==> config.mk <==
export PLATFORM = sky130hd
export DESIGN_NAME = div_remult_flat
export DESIGN_NICKNAME = d
export VERILOG_FILES = /design/src/rtl/div_remult_if.sv /design/src/rtl/div_remult.sv /design/src/flat_wrapper.sv
export SDC_FILE = /design/constraint.sdc
export NUM_CORES = 1
export LEC_CHECK = 0
export CORE_ASPECT_RATIO = 0.6
export CORE_MARGIN = 2
export CORE_UTILIZATION = 35
export DETAILED_ROUTE_END_ITERATION = 16
export DONT_BUFFER_PORTS = 1
export GPL_TIMING_DRIVEN = 0
export PLACE_DENSITY = 0.53
export SLEW_MARGIN = 20
export SYNTH_ARGS = -nofsm -noshare
export SYNTH_HDL_FRONTEND = slang
export SYNTH_SLANG_ARGS = --single-unit
==> constraint.sdc <==
create_clock -name clk -period 3.25 [get_ports clk]
set_clock_uncertainty 0.2 [all_clocks]
set_input_delay 0.65 -clock clk [delete_from_list [all_inputs] [get_ports clk]]
set_output_delay 0.65 -clock clk [all_outputs]
set_load 0.05 [all_outputs]
==> src/rtl/div_remult_if.sv <==
// Operand/result handshake bundle for div_remult.
// The slave side is the checker; the master side is the driving or observing logic.
interface div_remult_if;
  logic       in_valid;
  logic       in_ready;
  logic [2:0] q;
  logic [2:0] d;
  logic [2:0] r;
  logic       out_valid;
  logic       out_ready;
  logic [5:0] x;
  logic       ovf;
  logic       div0;
  logic       rem_err;

  modport master (
    output in_valid, q, d, r, out_ready,
    input  in_ready, out_valid, x, ovf, div0, rem_err
  );

  modport slave (
    input  in_valid, q, d, r, out_ready,
    output in_ready, out_valid, x, ovf, div0, rem_err
  );
endinterface

==> src/rtl/div_remult.sv <==
// Rebuilds a divider's dividend as x = q*d + r using three shift-and-add steps.
// It also flags triples that no legal 5-bit/3-bit division could have produced.
module div_remult (
  input logic        clk,
  input logic        rst,
  div_remult_if.slave bus
);

  typedef enum logic [1:0] {StIdle, StCalc, StDone} state_e;

  state_e     state_q, state_d;
  logic [2:0] q_reg_q, q_reg_d;
  logic [2:0] d_reg_q, d_reg_d;
  logic [5:0] acc_q, acc_d;
  logic [1:0] cnt_q, cnt_d;
  // Flags captured at accept time; they are published together with x on entry to DONE.
  logic       div0_pend_q, div0_pend_d;
  logic       rem_err_pend_q, rem_err_pend_d;
  logic       ld_out;

  logic [5:0] x_q;
  logic       ovf_q, div0_q, rem_err_q;

  always_comb begin
    state_d        = state_q;
    q_reg_d        = q_reg_q;
    d_reg_d        = d_reg_q;
    acc_d          = acc_q;
    cnt_d          = cnt_q;
    div0_pend_d    = div0_pend_q;
    rem_err_pend_d = rem_err_pend_q;
    ld_out         = 1'b0;

    unique case (state_q)
      StIdle: begin
        if (bus.in_valid) begin
          q_reg_d        = bus.q;
          d_reg_d        = bus.d;
          acc_d          = {3'b000, bus.r};
          cnt_d          = 2'd0;
          div0_pend_d    = (bus.d == 3'd0);
          rem_err_pend_d = (bus.r >= bus.d);
          state_d        = StCalc;
        end
      end
      StCalc: begin
        // 6-bit accumulator: the largest sum, 7*7+7 = 56, cannot wrap.
        if (q_reg_q[cnt_q]) begin
          acc_d = acc_q + ({3'b000, d_reg_q} << cnt_q);
        end
        cnt_d = cnt_q + 2'd1;
        if (cnt_q == 2'd2) begin
          state_d = StDone;
          ld_out  = 1'b1;
        end
      end
      StDone: begin
        if (bus.out_ready) begin
          state_d = StIdle;
        end
      end
      default: state_d = StIdle;
    endcase
  end

  always_ff @(posedge clk) begin
    if (rst) begin
      state_q        <= StIdle;
      q_reg_q        <= 3'd0;
      d_reg_q        <= 3'd0;
      acc_q          <= 6'd0;
      cnt_q          <= 2'd0;
      div0_pend_q    <= 1'b0;
      rem_err_pend_q <= 1'b0;
      x_q            <= 6'd0;
      ovf_q          <= 1'b0;
      div0_q         <= 1'b0;
      rem_err_q      <= 1'b0;
    end else begin
      state_q        <= state_d;
      q_reg_q        <= q_reg_d;
      d_reg_q        <= d_reg_d;
      acc_q          <= acc_d;
      cnt_q          <= cnt_d;
      div0_pend_q    <= div0_pend_d;
      rem_err_pend_q <= rem_err_pend_d;
      if (ld_out) begin
        x_q       <= acc_d;
        ovf_q     <= acc_d[5];
        div0_q    <= div0_pend_q;
        rem_err_q <= rem_err_pend_q;
      end
    end
  end

  assign bus.in_ready  = (state_q == StIdle) & ~rst;
  assign bus.out_valid = (state_q == StDone);
  assign bus.x         = x_q;
  assign bus.ovf       = ovf_q;
  assign bus.div0      = div0_q;
  assign bus.rem_err   = rem_err_q;

endmodule

==> src/flat_wrapper.sv <==
// flat-port wrapper written by rule: the top's interface ports become plain ports
module div_remult_flat 
  (clk, rst, bus_in_valid, bus_q, bus_d, bus_r, bus_out_ready, bus_in_ready, bus_out_valid, bus_x, bus_ovf, bus_div0, bus_rem_err);
  div_remult_if bus_i ();
  input logic clk;
  input logic rst;
  input wire logic [$bits(bus_i.in_valid)-1:0] bus_in_valid;
  input wire logic [$bits(bus_i.q)-1:0] bus_q;
  input wire logic [$bits(bus_i.d)-1:0] bus_d;
  input wire logic [$bits(bus_i.r)-1:0] bus_r;
  input wire logic [$bits(bus_i.out_ready)-1:0] bus_out_ready;
  output wire logic [$bits(bus_i.in_ready)-1:0] bus_in_ready;
  output wire logic [$bits(bus_i.out_valid)-1:0] bus_out_valid;
  output wire logic [$bits(bus_i.x)-1:0] bus_x;
  output wire logic [$bits(bus_i.ovf)-1:0] bus_ovf;
  output wire logic [$bits(bus_i.div0)-1:0] bus_div0;
  output wire logic [$bits(bus_i.rem_err)-1:0] bus_rem_err;
  assign bus_i.in_valid = bus_in_valid;
  assign bus_i.q = bus_q;
  assign bus_i.d = bus_d;
  assign bus_i.r = bus_r;
  assign bus_i.out_ready = bus_out_ready;
  assign bus_in_ready = bus_i.in_ready;
  assign bus_out_valid = bus_i.out_valid;
  assign bus_x = bus_i.x;
  assign bus_ovf = bus_i.ovf;
  assign bus_div0 = bus_i.div0;
  assign bus_rem_err = bus_i.rem_err;
  div_remult u_core (.clk(clk), .rst(rst), .bus(bus_i));
endmodule
# == Yosys cells after proc, flatten, opt, wreduce, memory -nomap -nowiden ==
# Cells that the tools add are included.
# totals
reg_bits,27
elab_cells,43
# classes
n_addsub,2
order_cmp,2
eq_ne,6
shift,1
n_mux,13
bitwise,2
n_reduce_logical,6
# ops
operator,n
two-way mux 6 bit,2
one-hot mux 6 bit (2 select lines),1
two-way mux 2 bit,4
adder 6 bit,1
one-hot mux 2 bit (3 select lines),1
left shift 3 x 2 -> 6 bit,1
"equality test 2 bit, second input constant",2
"!= test 2 bit, second input constant",2
one-hot mux 2 bit (2 select lines),1
AND reduction 2 bit,2
>= comparator 3 bit,1
zero test 3 bit,1
"< comparator 2 x 3 -> 1 bit, second input constant",1
two-way mux 1 bit,3
AND reduction 3 bit,1
"adder 2 x 1 -> 2 bit, second input constant",1
binary-select mux 1 bit (select 2 bit),1
"equality test 2 x 1 -> 1 bit, second input constant",1
zero test 2 bit,1
"!= test 2 x 1 -> 1 bit, second input constant",1
nonzero test 2 bit,1
bitwise AND 1 bit,1
NOT 1 bit,1

# == Longest topological paths before layout ==
# depth
ltp_word,4
mapped_depth,10
mapped_depth_nobuf,9

# == Worst setup path after synthesis ==
# No wires, ideal clock.
# synth_timing
kind,input port to output port
startpoint,in rst
endpoint,out bus_in_ready
t_arrival_ps,2085
t_required_ps,2400
slack_ps,315
cell_stages,3
cell_sequence,clkbuf_1 -> clkbuf_1 -> nor3_1
# synth_via
elab_chain_cells,2
# synth_lines
item,line_no,rtl
start: declaration,flat_wrapper.sv:6,input logic rst;
NOT 1 bit,div_remult.sv:96,assign bus.in_ready = (state_q == StIdle) & ~rst;
bitwise AND 1 bit,div_remult.sv:96,
end: declaration,flat_wrapper.sv:12,output wire logic [$bits(bus_i.in_ready)-1:0] bus_in_ready;
# Every way passes these cells.

# == Worst setup path in the final report ==
# Ends and elaborated chain as after synthesis.

==> metrics.txt <==
outcome=finished, final reports clean; die width=around 85 um; worst-path cell chain=clkbuf_1, clkbuf_1, nor3_2; clk_lat worst skew=roughly 0.28 ns; Final Max Slew Viols=0; post-synth top area share=0.374; average wire per standard cell=between 10 and 15 um; top_reg_cell synth=dfxtp_1; Clock Tree Root=clkbuf_8; DRC viols=0; DR pass1 iterations=4; Unique masters post-synth=41; Synth top cells by count=26 x dfxtp_1, 26 x nand2_1, 17 x nor2_1; dpl cell area=0.00146 mm^2; largest net degree at the start of global routing=16; CTS max path bufs=2; mapped cell area=about 0.0014 mm^2; RSZ-0062 raised after global routing=false; hold_buf cts=0; initial DRC count=63; Ys Warns=0; global-route wire length before repair=5460 um; Die Height=52.8 um; Hold WS=0.259 ns; antenna violations before repair=0; fillers=400; Worst Tran Pin Value=just under 1 ns; Resized Gates After CTS=0; largest cells by area after synthesis=dfxtp_1 37%, ha_1 8.1%, nand2_1 7.0%; post-synthesis sequential area ratio=0.374; Yosys reg bits=26; crit end category=primary output; Starting Density=0.372; Final WS setup=0.439 ns; core area=0.00374 mm^2; Post-synth EDFFs=0; Slowest-stage cell, CP=nor3_2; DIE AREA=0.00451 mm^2; maximum VDD drop=0.208 mV; Num CTS Buffers=3; ys async rst share=0; Final Cell Area=0.00153 mm^2; Fmax=356 MHz; final setup vio count=0; static leakage=0.571 nW; Final Routed Wirelength=3290 um; Setup TNS=0 ns; CTS sink cnt=26; Worst Path Class, Setup=in2out; final antenna-violating net count=0; Cells after Synth=170; Final HPWL DP=~2500 um; Vias=1,162; Synth area leader=dfxtp_1; vias in the first global route=1,142; layout cell share with drive strength beyond 1=0.109; Max-slew headroom=0.346; # rows=17; NumNets Final=~200; CP max FO=10; dpl ws=~0.43 ns; H-tree Lvls=1; HP Class=reg2reg; placed insts=between 200 and 250; final critical-path required period=2.81 ns; MaxCap Viol Count=0; Hold Vio Cnt, Final=0; Total Routing Usage GR=0.160; Buffers on Ports=0; Worst R2R Setup Slack=0.76 ns; GRT Residual Overflow=0; CTS tree=done; Syn-to-layout area delta=9.71%; I/O pin count=24; Final Wtd Congestion=0.852; mean number of vias per cell=around 5.3; Critical Path Source Type=input pin; critical path's most frequent cell=clkbuf_1; Worst-path clk slew=about 0.090 ns; # Post-CTS Setup Buffers=0; syn avg cell area=8.18 um^2; Tcrit/Tclk final=0.865; Synthesized Nets=193; slowest cell delay on critical path=~0.71 ns; post-route insts no fill=221; cell area power density=approximately 460 mW/mm^2; worst endpoint required time=2.40 ns; Ant. Diodes=0; Worst Path Arrival=slightly below 2 ns
==> per-layer routing <==
layer	wire length, um	track usage	vias to the layer above
met1	1750	0.227	537
li1	-	-	593
met3	202	0.0472	2
met2	1320	0.243	30
met4	12	0.0238	0
met5	0	0	-
==> cells by family (layout without fill, tap and decap cells) <==
| logic type | after synthesis | in the layout | synth area share |
|---|---|---|---|
| compound gates | 36 | 36 | 0.171 |
| xor+xnor | 3 | 3 | 0.0189 |
| mux | 5 | 5 | 0.0369 |
| simple gates | 72 | 72 | 0.245 |
| flops | 26 | 26 | 0.374 |
| buf+inv | 18 | 22 | 0.0594 |
| fa+ha+maj | 10 | 10 | 0.0953 |
==> final timing paths <==
kind                     startpoint                end  cells after the start
setup / recovery                rst       bus_in_ready                      3
hold / removal    u_core.q_reg_q[0]  u_core.q_reg_q[0]                      2
setup reg to reg    u_core.cnt_q[0]    u_core.bus.x[4]                      9
hold reg to reg   u_core.q_reg_q[0]  u_core.q_reg_q[0]                      2
==> where the power goes <==
part / total [mW] / internal, mW / switching, mW / leakage, nW
Sequential: 0.341 / 0.330 / 0.0113 / 0.212
Combinational: 0.0843 / 0.0304 / 0.0539 / 0.324
Clock: 0.274 / 0.165 / 0.109 / 0.0357
Total: 0.700 / 0.526 / 0.174 / 0.571
==> critical path: cells and delay by family <==
kind	cells	cell delay, ns
AND/OR/NAND/NOR	1	0.71
buffers and inverters	2	0.60
==> layout make-up <==
| type | instances | area, um^2 | share of cell area |
|---|---|---|---|
| well taps | 47 | 58.8 | 0.0385 |
| multi-input cells | 126 | 793 | 0.520 |
| inverters | 8 | 30.0 | 0.0197 |
| clock inverters | 1 | 30.0 | 0.0197 |
| flip-flops and latches | 26 | 520 | 0.341 |
| plain buffers | 10 | 52.6 | 0.0344 |
| clock buffers | 3 | 41.3 | 0.0270 |
==> cell usage in the layout, fill, tap and decap left out, types with 2 or more instances in the layout <==
cell       n
mux2i_1    4
a211oi_1   3
a311oi_1   3
clkbuf_1   5
o21ai_0    2
buf_2      2
ha_1       9
nand2b_1   3
or2_2      4
a31oi_1    4
inv_1      8
dfxtp_1   26
nand3_1    7
xor2_1     2
nor2_1    17
clkbuf_8   3
nor2b_1    4
a21oi_1   15
a21o_1     2
nand2_1   26
nor4_1     2
==> registers in the layout, indices dropped and copies added, names as in the netlist <==
signal / cells
u_core.acc_q: 6
u_core.bus.x: 5
u_core.d_reg_q: 3
u_core.q_reg_q: 3
u_core.cnt_q: 2
u_core.state_q: 2
u_core.bus.div0: 1
u_core.bus.ovf: 1
u_core.bus.rem_err: 1
u_core.div0_pend_q: 1
u_core.rem_err_pend_q: 1
==> per-stage QoR <==
stage               utilization  total power [mW]
floorplan                     -             0.413
global placement          0.387             0.429
detailed placement        0.389             0.433
CTS                       0.408             0.710
global route              0.408             0.730
finish                    0.408             0.700
Note: power is estimated with default switching activity, not from simulation.
